**config.mk**
```make
export PLATFORM = sky130hd
export DESIGN_NAME = multicycle_sequencer_flat
export DESIGN_NICKNAME = d
export VERILOG_FILES = /design/src/rtl/cpu16_pkg.sv /design/src/rtl/multicycle_sequencer_if.sv /design/src/rtl/mem_wait_timer.sv /design/src/rtl/multicycle_sequencer.sv /design/src/flat_wrapper.sv
export SDC_FILE = /design/constraint.sdc
export NUM_CORES = 1
export LEC_CHECK = 0
export CAP_MARGIN = 0
export CORE_MARGIN = 5
export CORE_UTILIZATION = 44
export DETAILED_ROUTE_END_ITERATION = 8
export GPL_TIMING_DRIVEN = 0
export PLACE_DENSITY = 0.75
export RECOVER_POWER = 50
export SLEW_MARGIN = 15
export SYNTH_ARGS = -nofsm -noshare
export SYNTH_HDL_FRONTEND = slang
export SYNTH_SLANG_ARGS = --single-unit
```
**constraint.sdc**
```tcl
create_clock -name I_clk -period 1.6 [get_ports I_clk]
set_input_delay 0.32 -clock I_clk [delete_from_list [all_inputs] [get_ports I_clk]]
set_output_delay 0.32 -clock I_clk [all_outputs]
set_load 0.05 [all_outputs]
```
**src/rtl/cpu16_pkg.sv**
```systemverilog
// Shared CPU16 definitions: sequencer state encoding and default opcode values.
package cpu16_pkg;

  typedef enum logic [2:0] {
    ST_IDLE      = 3'd0,
    ST_FETCH     = 3'd1,
    ST_DECODE    = 3'd2,
    ST_REG_READ  = 3'd3,
    ST_ALU_OP    = 3'd4,
    ST_MEM       = 3'd5,
    ST_REG_WRITE = 3'd6,
    ST_HALT      = 3'd7
  } state_t;

  localparam int         OPCODE_W_DEF = 5;
  localparam logic [4:0] OP_LOAD_DEF  = 5'h10;
  localparam logic [4:0] OP_STORE_DEF = 5'h11;
  localparam logic [4:0] OP_HALT_DEF  = 5'h1F;

endpackage

```
**src/rtl/multicycle_sequencer_if.sv**
```systemverilog
// Control/status bundle between the decoder/memory side and the multicycle sequencer.
interface multicycle_sequencer_if #(
  parameter int OPCODE_W = 5,
  parameter int CNT_W    = 16
);
  logic                I_run;
  logic                I_stall;
  logic [OPCODE_W-1:0] I_opcode;
  logic                I_mem_ready;
  logic                O_fetch_enable;
  logic                O_dec_enable;
  logic                O_reg_read_enable;
  logic                O_alu_enable;
  logic                O_mem_enable;
  logic                O_reg_write_enable;
  logic                O_pc_update;
  logic                O_halted;
  logic                O_error;
  logic [2:0]          O_state;
  logic [CNT_W-1:0]    O_instr_count;

  modport master (
    output I_run, I_stall, I_opcode, I_mem_ready,
    input  O_fetch_enable, O_dec_enable, O_reg_read_enable, O_alu_enable,
           O_mem_enable, O_reg_write_enable, O_pc_update, O_halted, O_error,
           O_state, O_instr_count
  );

  modport slave (
    input  I_run, I_stall, I_opcode, I_mem_ready,
    output O_fetch_enable, O_dec_enable, O_reg_read_enable, O_alu_enable,
           O_mem_enable, O_reg_write_enable, O_pc_update, O_halted, O_error,
           O_state, O_instr_count
  );
endinterface

```
**src/rtl/mem_wait_timer.sv**
```systemverilog
// Counts consecutive not-ready cycles of a memory handshake; flags a timeout
// on the MEM_WAIT_MAX-th consecutive not-ready cycle.
module mem_wait_timer #(
  parameter int MEM_WAIT_MAX = 15
) (
  input  logic I_clk,
  input  logic I_reset,
  input  logic i_active,
  input  logic i_mem_ready,
  output logic o_timeout
);
  localparam int            LP_W  = $clog2(MEM_WAIT_MAX + 1);
  localparam logic [LP_W-1:0] LP_TC = LP_W'(MEM_WAIT_MAX - 1);

  logic [LP_W-1:0] r_wait_cnt;
  logic            w_waiting;

  assign w_waiting = i_active && !i_mem_ready;
  assign o_timeout = w_waiting && (r_wait_cnt == LP_TC);

  // Leaving the waiting state (ready, timeout or inactive) always clears.
  always_ff @(posedge I_clk or posedge I_reset) begin
    if (I_reset)
      r_wait_cnt <= '0;
    else if (w_waiting && !o_timeout)
      r_wait_cnt <= r_wait_cnt + 1'b1;
    else
      r_wait_cnt <= '0;
  end
endmodule

```
**src/rtl/multicycle_sequencer.sv**
```systemverilog
// Multicycle instruction sequencer: walks FETCH..REG_WRITE per instruction,
// honours stalls in internal stages and halts on opcode or memory timeout.
module multicycle_sequencer
  import cpu16_pkg::*;
#(
  parameter int                  OPCODE_W     = OPCODE_W_DEF,
  parameter int                  CNT_W        = 16,
  parameter int                  MEM_WAIT_MAX = 15,
  parameter logic [OPCODE_W-1:0] OP_LOAD      = OPCODE_W'(OP_LOAD_DEF),
  parameter logic [OPCODE_W-1:0] OP_STORE     = OPCODE_W'(OP_STORE_DEF),
  parameter logic [OPCODE_W-1:0] OP_HALT      = OPCODE_W'(OP_HALT_DEF)
) (
  input  logic                    I_clk,
  input  logic                    I_reset,
  multicycle_sequencer_if.slave   bus
);
  state_t              r_state;
  state_t              w_next_state;
  logic [OPCODE_W-1:0] r_opcode;
  logic                r_error;
  logic [CNT_W-1:0]    r_instr_count;
  logic                w_timeout;
  logic                w_mem_active;
  logic                w_pc_update;
  logic                w_is_mem_op;

  assign w_mem_active = (r_state == ST_FETCH) || (r_state == ST_MEM);
  assign w_is_mem_op  = (r_opcode == OP_LOAD) || (r_opcode == OP_STORE);

  mem_wait_timer #(.MEM_WAIT_MAX(MEM_WAIT_MAX)) u_wait (
    .I_clk       (I_clk),
    .I_reset     (I_reset),
    .i_active    (w_mem_active),
    .i_mem_ready (bus.I_mem_ready),
    .o_timeout   (w_timeout)
  );

  always_ff @(posedge I_clk or posedge I_reset) begin
    if (I_reset) r_state <= ST_IDLE;
    else         r_state <= w_next_state;
  end

  always_comb begin
    w_next_state = r_state;
    case (r_state)
      ST_IDLE:      if (bus.I_run) w_next_state = ST_FETCH;
      ST_FETCH:     if (bus.I_mem_ready) w_next_state = ST_DECODE;
                    else if (w_timeout) w_next_state = ST_HALT;
      ST_DECODE:    if (!bus.I_stall)
                      w_next_state = (bus.I_opcode == OP_HALT) ? ST_HALT : ST_REG_READ;
      ST_REG_READ:  if (!bus.I_stall) w_next_state = ST_ALU_OP;
      ST_ALU_OP:    if (!bus.I_stall) w_next_state = w_is_mem_op ? ST_MEM : ST_REG_WRITE;
      ST_MEM:       if (bus.I_mem_ready)
                      w_next_state = (r_opcode == OP_LOAD) ? ST_REG_WRITE : ST_FETCH;
                    else if (w_timeout) w_next_state = ST_HALT;
      ST_REG_WRITE: if (!bus.I_stall) w_next_state = ST_FETCH;
      default:      w_next_state = r_state;
    endcase
  end

  // Stalled internal stages hold with their strobe low; the strobe fires on the leaving cycle.
  always_comb begin
    bus.O_fetch_enable     = 1'b0;
    bus.O_dec_enable       = 1'b0;
    bus.O_reg_read_enable  = 1'b0;
    bus.O_alu_enable       = 1'b0;
    bus.O_mem_enable       = 1'b0;
    bus.O_reg_write_enable = 1'b0;
    w_pc_update            = 1'b0;
    case (r_state)
      ST_FETCH:     bus.O_fetch_enable    = 1'b1;
      ST_DECODE:    bus.O_dec_enable      = !bus.I_stall;
      ST_REG_READ:  bus.O_reg_read_enable = !bus.I_stall;
      ST_ALU_OP:    bus.O_alu_enable      = !bus.I_stall;
      ST_MEM: begin
        bus.O_mem_enable = 1'b1;
        w_pc_update      = bus.I_mem_ready && (r_opcode != OP_LOAD);
      end
      ST_REG_WRITE: begin
        bus.O_reg_write_enable = !bus.I_stall;
        w_pc_update            = !bus.I_stall;
      end
      default: ;
    endcase
  end

  always_ff @(posedge I_clk or posedge I_reset) begin
    if (I_reset) begin
      r_opcode      <= '0;
      r_error       <= 1'b0;
      r_instr_count <= '0;
    end else begin
      if (r_state == ST_DECODE && !bus.I_stall) r_opcode <= bus.I_opcode;
      if (w_timeout) r_error <= 1'b1;
      if (w_pc_update) r_instr_count <= r_instr_count + 1'b1;
    end
  end

  assign bus.O_pc_update   = w_pc_update;
  assign bus.O_halted      = (r_state == ST_HALT);
  assign bus.O_error       = r_error;
  assign bus.O_state       = r_state;
  assign bus.O_instr_count = r_instr_count;
endmodule

```
**src/flat_wrapper.sv**
```systemverilog
// flat-port wrapper written by rule: the top's interface ports become plain ports
module multicycle_sequencer_flat import cpu16_pkg::*;
#(
  parameter int                  OPCODE_W     = OPCODE_W_DEF,
  parameter int                  CNT_W        = 16,
  parameter int                  MEM_WAIT_MAX = 15,
  parameter logic [OPCODE_W-1:0] OP_LOAD      = OPCODE_W'(OP_LOAD_DEF),
  parameter logic [OPCODE_W-1:0] OP_STORE     = OPCODE_W'(OP_STORE_DEF),
  parameter logic [OPCODE_W-1:0] OP_HALT      = OPCODE_W'(OP_HALT_DEF)
)
  (I_clk, I_reset, bus_I_run, bus_I_stall, bus_I_opcode, bus_I_mem_ready, bus_O_fetch_enable, bus_O_dec_enable, bus_O_reg_read_enable, bus_O_alu_enable, bus_O_mem_enable, bus_O_reg_write_enable, bus_O_pc_update, bus_O_halted, bus_O_error, bus_O_state, bus_O_instr_count);
  multicycle_sequencer_if #(.OPCODE_W(OPCODE_W), .CNT_W(CNT_W)) bus_i ();
  input  logic I_clk;
  input  logic I_reset;
  input wire logic [$bits(bus_i.I_run)-1:0] bus_I_run;
  input wire logic [$bits(bus_i.I_stall)-1:0] bus_I_stall;
  input wire logic [$bits(bus_i.I_opcode)-1:0] bus_I_opcode;
  input wire logic [$bits(bus_i.I_mem_ready)-1:0] bus_I_mem_ready;
  output wire logic [$bits(bus_i.O_fetch_enable)-1:0] bus_O_fetch_enable;
  output wire logic [$bits(bus_i.O_dec_enable)-1:0] bus_O_dec_enable;
  output wire logic [$bits(bus_i.O_reg_read_enable)-1:0] bus_O_reg_read_enable;
  output wire logic [$bits(bus_i.O_alu_enable)-1:0] bus_O_alu_enable;
  output wire logic [$bits(bus_i.O_mem_enable)-1:0] bus_O_mem_enable;
  output wire logic [$bits(bus_i.O_reg_write_enable)-1:0] bus_O_reg_write_enable;
  output wire logic [$bits(bus_i.O_pc_update)-1:0] bus_O_pc_update;
  output wire logic [$bits(bus_i.O_halted)-1:0] bus_O_halted;
  output wire logic [$bits(bus_i.O_error)-1:0] bus_O_error;
  output wire logic [$bits(bus_i.O_state)-1:0] bus_O_state;
  output wire logic [$bits(bus_i.O_instr_count)-1:0] bus_O_instr_count;
  assign bus_i.I_run = bus_I_run;
  assign bus_i.I_stall = bus_I_stall;
  assign bus_i.I_opcode = bus_I_opcode;
  assign bus_i.I_mem_ready = bus_I_mem_ready;
  assign bus_O_fetch_enable = bus_i.O_fetch_enable;
  assign bus_O_dec_enable = bus_i.O_dec_enable;
  assign bus_O_reg_read_enable = bus_i.O_reg_read_enable;
  assign bus_O_alu_enable = bus_i.O_alu_enable;
  assign bus_O_mem_enable = bus_i.O_mem_enable;
  assign bus_O_reg_write_enable = bus_i.O_reg_write_enable;
  assign bus_O_pc_update = bus_i.O_pc_update;
  assign bus_O_halted = bus_i.O_halted;
  assign bus_O_error = bus_i.O_error;
  assign bus_O_state = bus_i.O_state;
  assign bus_O_instr_count = bus_i.O_instr_count;
  multicycle_sequencer #(.OPCODE_W(OPCODE_W), .CNT_W(CNT_W), .MEM_WAIT_MAX(MEM_WAIT_MAX), .OP_LOAD(OP_LOAD), .OP_STORE(OP_STORE), .OP_HALT(OP_HALT)) u_core (.I_clk(I_clk), .I_reset(I_reset), .bus(bus_i));
endmodule
```
Word-level counts from Yosys, hierarchy flattened
Cells that the tools add are included.

storage, ports and cells
  flip-flop bits (word level) = 29
  RAM bits = 0
  bits in read-only memories = 0
  latch bits = 0
  memories = 0
  input bits = 10

cells by class
  reduce and logical (&&, ||, !) cells = 13
  equality and inequality tests = 17
  mux-type cells = 20
  bitwise gates (word level) = 0
  shifts and indexed selects = 0
  $add $sub $neg = 2
  magnitude comparators = 0
  div/mod/pow operators = 0
  multipliers = 0

operators by type and width
  operator                                                               number
  3-bit two-way mux                                                      10
  3-bit one-hot mux with 7 select lines                                  1
  16-bit by 1-bit adder with 16-bit output, second input constant        1
  5-bit equality test, second input constant                             3
  3-bit equality test, second input constant                             4
  2-bit != test, second input constant                                   5
  7-bit nonzero test                                                     1
  3-bit by 2-bit equality test with 1-bit output, second input constant  2
  1-bit two-way mux                                                      6
  6-bit AND reduction                                                    1
  1-bit logical AND                                                      5
  5-bit != test, second input constant                                   1
  4-bit by 1-bit adder with 4-bit output, second input constant          1
  4-bit equality test, second input constant                             1
  4-bit two-way mux                                                      1
  3-bit by 1-bit equality test with 1-bit output, second input constant  1
  1-bit logical NOT                                                      3
  3-bit logical NOT                                                      1
  1-bit logical OR                                                       2
  2-bit two-way mux                                                      1
  1-bit one-hot mux with 2 select lines                                  1

Depth between registers and ports, before layout
Gate-level depths: netlist (run 1).

  word-level depth = 7
  depth in mapped cells = 6
  depth with buffers taken out = 6

Cells and area by module
From an unflattened synthesis (run 1), not the netlist that was laid out.

unflattened totals
  cell total of the unflattened synthesis = 137
  area total of the unflattened synthesis = 1,511.4 µm²

by module, submodules not included
  module                sequential area each (µm²)  area each (µm²)  cells an instance  times used
  multicycle_sequencer  625.6                       1,321.3          119                1
  mem_wait_timer        100.1                       190.2            18                 1

Worst setup path before layout (run 1)
No wires, ideal clock.

  path type = flip-flop to output port
  start = register u_core.r_state[2], in the netlist u_core.bus.O_state[2]
  end = output bus_O_alu_enable
  data arrival time = 2,545 ps
  path buffers = 1
  stages on the path, launching flop included = 4
  slack = -1,265 ps
  required time = 1,280 ps
  cell sequence = dfrtp_1 > buf_2 > inv_1 > nor4_1

between the ends
  word-level cells in the longest chain between the ends = 2

RTL lines
  what                    line                        text
  from (decl)             multicycle_sequencer.sv:17  state_t r_state;
  from (signal assigned)  multicycle_sequencer.sv:40  else r_state <= w_next_state;
  3-bit equality test     multicycle_sequencer.sv:70  case (r_state)
  1-bit two-way mux       multicycle_sequencer.sv:70
  to (decl)               flat_wrapper.sv:22          output wire logic [$bits(bus_i.O_alu_enable)-1:0] bus_O_alu_enable;

Every way passes these cells.

Worst setup path after layout (run 1)
  start = register u_core.r_opcode[1]
  end = output bus_O_pc_update

between the ends
  word-level cells in the longest chain between the ends = 3

RTL lines
  what                                   line                        text
  from (decl)                            multicycle_sequencer.sv:19  logic [OPCODE_W-1:0] r_opcode;
  from (signal assigned)                 multicycle_sequencer.sv:93  if (r_state == ST_DECODE && !bus.I_stall) r_opcode <= bus.I_opcode;
  5-bit != test                          multicycle_sequencer.sv:77  w_pc_update = bus.I_mem_ready && (r_opcode != OP_LOAD);
  1-bit logical AND                      multicycle_sequencer.sv:77
  1-bit one-hot mux with 2 select lines  multicycle_sequencer.sv:70
  to (decl)                              flat_wrapper.sv:25          output wire logic [$bits(bus_i.O_pc_update)-1:0] bus_O_pc_update;

Every way passes these cells.

==> results_dict.tcl, run 1 <==
set metrics [dict create \
    status "finished, violations left" \
    violations "setup timing" \
    clock-skew-final_ns 0.0108 \
    synthToLayoutAreaGrowth_pct 76.0 \
    place_area_um2 2140 \
    insertion_delay_ns 0.33 \
    die_x_um 70.1 \
    io_buffers 36 \
    dr.pass1.iters 4 \
    cts_tree "yes" \
    fin_util_pct 81.8 \
    cp.arrival_ns 1.88 \
    cp_max_fo 2 \
    postSynth.topFlopCell "dfrtp_1" \
    overflow 0 \
    cts.sinks 29 \
    htreeDepth 2 \
    routed_wirelength_mm 5.50 \
    ys_seq_area_share_pct 45.7 \
    p_sw_share_pct 44.4 \
    design_area_um2 2790 \
    clk_path_buf_depth 2 \
    power_leakage_nw 1.22 \
    ys_types 42 \
    diodes 0 \
    period_minus_slack_ns 2.20 \
    cap_violations 0 \
    synth_nets 164 \
    drc 0 \
    hold_path_class "in -> reg" \
    p_comb_share_pct 66.1 \
    drtAntennaViolNets 0 \
    drtIter0Drc 131 \
    hold_ws_ns 0.442 \
    io_pins 38 \
    floorplan.initialDensity_pct 46.5 \
    pwr-share-seq_pct 24.3 \
    cts-buffers-inserted 5 \
    tightest_slew_ns 1.10 \
    die_h_um 70.1 \
    fin_ws_ns -0.602 \
    slew_violations 0 \
    grt_pass1_wl_mm 8.17 \
    drive_gt1_share_pct 52.8 \
    grt_max_degree 30 \
    p_int_w 0.00245 \
    period_share_pct 138 \
    vias 1593 \
    synth_area_per_cell_um2 10.5 \
    synth_edf_count 0 \
    gp_congestion 0.822 \
    setup_tns_ns -8.31 \
    required_ns 1.28 \
    die-area_um2 4910 \
    crit_path_end_kind "output port" \
    wl_per_cell_um 19.7 \
    startpoint_type "flip-flop" \
    peakVddDrop_mv 1.21 \
    power.density_nw_per_um2 1580 \
    core-area_um2 3420 \
    synth-seq-cells 29 \
    cts_hold_buffers 0 \
    async_reset_ff_share_pct 100 \
    fmaxAchievable_ghz 0.454 \
    setup_viol 27 \
    clkTransAtPathRegs_ns 0.09 \
    rows 21 \
    hold_violations 0 \
    power_switching_w 0.00196 \
    rsz0062_at_grt "true" \
    clock-root-buffer "clkbuf_4" \
    yosys_warnings 0 \
    via_per_inst 5.71 \
    pwr-share-clk_pct 9.6 \
    antenna_found_initial 0 \
    timing.slew.headroom_pct 26.3 \
    first_global_vias 1612 \
    netlist_area_um2 1590 \
    crit_type "reg -> out" \
    syn_inst 151 \
    nets 245 \
    post-dp-hpwl_mm 2.70 \
    grtUsageTotal_pct 21.0 \
]
-- cell families after synthesis --
family	share of synthesized area, %
fa+ha+maj	2.36
flops	45.7
xor+xnor	9.38
compound gates	15.5
simple gates	18.9
mux	4.49
buf+inv	3.62
-- worst paths after layout --
check	from	endpoint	slack, ns	depth (start not counted)
min in group asynchronous	I_reset	u_core.bus.O_instr_count[15]	0.71	2
max in group asynchronous	I_reset	u_core.bus.O_instr_count[3]	0.15	2
worst min register to register	u_core.bus.O_instr_count[15]	u_core.bus.O_instr_count[15]	0.47	1
worst max register to register	u_core.r_opcode[1]	u_core.bus.O_instr_count[1]	-0.45	7
worst max-delay path	u_core.r_opcode[1]	bus_O_pc_update	-0.60	5
worst min-delay path	bus_I_stall	u_core.bus.O_state[1]	0.44	3
-- Yosys cell counts, types with 3 or more instances --
cell type  instances  area, µm²
mux2_2             5       56.3
a21oi_1            5       25.0
o21ai_0            4       20.0
or2_2              3       18.8
ha_1               3       37.5
dfrtp_1           29        726
nor2_1             9       33.8
xor2_1            16        140
a2111oi_0          5       43.8
nand4_1            4       25.0
nand3_1           11       55.1
a211oi_1           5       37.5
nand2_1            7       26.3
inv_1              4       15.0
nand2b_1           4       25.0
clkbuf_1           4       15.0
-- stage by stage --
step / worst slack (ns) / power, W / instances
3_5_place_dp: -0.909 / 0.00284 / 233
2_1_floorplan: -0.257 / 0.00237 / 151
5_1_grt: -0.643 / 0.00459 / 279
6_report: -0.602 / 0.00440 / 279
3_3_place_gp: -0.893 / 0.00279 / 233
4_1_cts: -0.594 / 0.00392 / 273
-- layout by cell type, fill, tap and decap left out, drive strengths merged, types with 3 or more instances in the layout --
master          n
buf            53
dfrtp          29
clkbuf         20
xor2           16
nand3          11
nor2            9
nand2           8
a2111oi         7
clkdlybuf4s50   7
clkdlybuf4s15   7
mux2            6
a21oi           5
a211oi          5
nand4           4
o21ai           4
nand2b          4
or2             3
ha              3
o211ai          3
-- flip-flops by register name (all words and copies together) (netlist names) --
signal                    flops
u_core.r_opcode               5
u_core.bus.O_error            1
u_core.u_wait.r_wait_cnt      4
u_core.bus.O_instr_count     16
u_core.bus.O_state            3
-- cell type report --
type	instances	area, µm²
sequential	29	733
multi-input combinational	110	1110
timing repair buffer	75	737
buffer	7	82.6
clock buffer	8	48.8
inverter	4	22.5
tap	46	57.6
fill	190	622
-- routing by layer --
metal | up-vias | track usage [%] | share of wire [%]
li1 | 714 | - | -
met1 | 787 | 23.1 | 38
met2 | 66 | 37.6 | 52
met3 | 26 | 6.31 | 5.7
met4 | 0 | 8.51 | 4.3
met5 | - | 0 | 0
-- power groups by stage --
stage / Sequential (W) / Combinational, W / Clock [W]
floorplan: 0.00136 / 0.00101 / 0
global placement: 0.00109 / 0.00170 / 0
detailed placement: 0.00110 / 0.00174 / 0
CTS: 0.00105 / 0.00243 / 0.000437
global route: 0.00109 / 0.00304 / 0.000465
finish: 0.00107 / 0.00291 / 0.000423
-- worst max-delay path: stages (launching register included) --
cell and delay, ns:
dfrtp_1 0.40, or4b_4 0.58, o211ai_4 0.23, buf_8 0.15, nand2_8 0.05, buf_8 0.14
-- repair_timing --
action                                  4_1_cts  5_1_grt
endpoints found under the setup margin       45       49
cloned                                        0        1
setup buffers                                33       16
gates resized for setup                     151       51
pin swaps                                    20       16
endpoints found under the hold margin         0        0
Power figures use the tool's default switching activity.
==> inputs of run 2 (changes only) <==
CTS_CLUSTER_DIAMETER = 60   (was unset)
==> results of run 2 <==
No change in the layout: final DEF, timing and power equal those of run 1.
==> inputs of run 3 (changes only) <==
CAP_MARGIN = 20   (was 0)
MAX_ROUTING_LAYER = met4   (was unset)
==> run 3 against run 2 <==
Effect of this change: the run still ends with setup timing left; first-iteration DRC count decreased by 8.4%; critical path depth did not move; clock-buffer cell count did not move; via count decreased by 1.1%; fmax rose by 0.18%; setup slack improved by 0.0040 ns; global-route usage rose by 0.65 points; sequential share of layout area stayed put; power hardly changed; sequential power is essentially flat; clock skew shrank 0.0032 ns; worst hold slack worse by 0.0022 ns; critical endpoint unchanged.
==> results_dict.tcl, run 3 (synthesis results as in run 1) <==
set metrics [dict create \
    vias 1576 \
    core-area_um2 3420 \
    violations "setup timing" \
    tightest_slew_ns 1.08 \
    largest_register_ffs 16 \
    hold_violations 0 \
    clock-root-buffer "clkbuf_4" \
    cts.sinks 29 \
    routed_wirelength_mm 5.50 \
    io_pins 38 \
    overflow 0 \
    cts_tree "yes" \
    rsz0062_at_grt "true" \
    die-area_um2 4910 \
    first_global_vias 1602 \
    drtIter0Drc 120 \
    cp_max_fo 2 \
    timing.slew.headroom_pct 27.7 \
    fillers 190 \
    drive_gt1_share_pct 52.8 \
    final_cell_mix "buf_4 (23), dfrtp_1 (23), xor2_1 (16)" \
    clock-skew-final_ns 0.00758 \
    synthToLayoutAreaGrowth_pct 76.0 \
    hold_path_class "in -> reg" \
    required_ns 1.28 \
    power_leakage_nw 1.22 \
    via_per_inst 5.65 \
    antenna_found_initial 0 \
    dp_cells 233 \
    cap_violations 0 \
    clk_path_buf_depth 2 \
    hold_ws_ns 0.440 \
    diodes 0 \
    status "finished, violations left" \
    insertion_delay_ns 0.32 \
    instances_no_fill 279 \
    clkTransAtPathRegs_ns 0.09 \
    slew_violations 0 \
    drtAntennaViolNets 0 \
    crit_type "reg -> out" \
    grt_max_degree 30 \
    dr.pass1.iters 4 \
    htreeDepth 2 \
    setup_viol 27 \
    fin_util_pct 81.8 \
    cp.arrival_ns 1.88 \
    rows 21 \
    die_h_um 70.1 \
    fin_ws_ns -0.598 \
    period_minus_slack_ns 2.20 \
    gp_congestion 0.835 \
    total_power_w 0.00440 \
    drc 0 \
    peakVddDrop_mv 1.21 \
    wl_per_cell_um 19.7 \
    cts-buffers-inserted 5 \
    startpoint_type "flip-flop" \
    power.density_nw_per_um2 1580 \
    period_share_pct 137 \
    fmaxAchievable_ghz 0.455 \
    grt_pass1_wl_mm 8.18 \
    post-dp-hpwl_mm 2.70 \
    crit_path_end_kind "output port" \
    io_buffers 36 \
    grtUsageTotal_pct 21.7 \
    nets 245 \
    die_x_um 70.1 \
    floorplan.initialDensity_pct 46.5 \
]
[run 3: cell counts in the layout (fill, tap and decap cells not counted)]
Identical to the previous run, type by type.
[run 3: report_power, final]
part           internal (W)  switching, W  leakage (nW)
clock network      0.000175      0.000247        0.0265
logic               0.00137       0.00154         0.822
registers          0.000901      0.000171         0.371
[run 3: timing repair]
item / in CTS / in global routing
pin swaps: 20 / 16
gates resized for setup: 151 / 51
hold buffers: 0 / 0
cloned: 0 / 1
buffers inserted: 33 / 16
endpoints found under the setup margin: 45 / 49
[run 3: stage by stage]
stage / TNS [ns] / cell area, µm² / setup WS [ns]
6_report: -8.23 / 2790 / -0.598
5_1_grt: -10.24 / 2790 / -0.643
4_1_cts: -9.91 / 2670 / -0.594
3_5_place_dp: -12.43 / 2140 / -0.909
3_3_place_gp: -10.46 / 2140 / -0.893
2_1_floorplan: -3.55 / 1720 / -0.257
[run 3: layout make-up]
type | instances | area (µm²) | area share, %
clock buffers | 8 | 48.8 | 1.75
plain buffers | 7 | 82.6 | 2.96
flip-flops and latches | 29 | 733 | 26.2
multi-input cells | 110 | 1110 | 39.8
well taps | 46 | 57.6 | 2.06
inverters | 4 | 22.5 | 0.806
repair buffers | 75 | 737 | 26.4
[run 3: final timing paths]
kind,startpoint,to,slack [ns],cells after the start
worst max-delay path,u_core.r_opcode[1],bus_O_pc_update,-0.60,5
worst min-delay path,bus_I_stall,u_core.bus.O_state[1],0.44,3
worst max register to register,u_core.r_opcode[1],u_core.bus.O_instr_count[1],-0.44,7
worst min register to register,u_core.bus.O_instr_count[15],u_core.bus.O_instr_count[15],0.47,1
max in group asynchronous,I_reset,u_core.bus.O_state[0],0.17,2
min in group asynchronous,I_reset,u_core.bus.O_instr_count[8],0.70,2
[run 3: metal layers]
| layer | global-route usage, % | vias up | share of wire [%] | routed length [µm] |
|---|---|---|---|---|
| li1 | - | 712 | - | - |
| met4 | 8.51 | 0 | 4.5 | 246 |
| met2 | 37.4 | 67 | 53 | 2890 |
| met3 | 6.03 | 28 | 5.6 | 308 |
| met5 | - | - | 0 | 0 |
| met1 | 23.6 | 769 | 37 | 2050 |
[run 3: critical path: stages (launching register included)]
cell,delay (ns)
dfrtp_1,0.40
or4b_4,0.58
o211ai_4,0.23
buf_8,0.15
nand2_8,0.05
buf_8,0.14
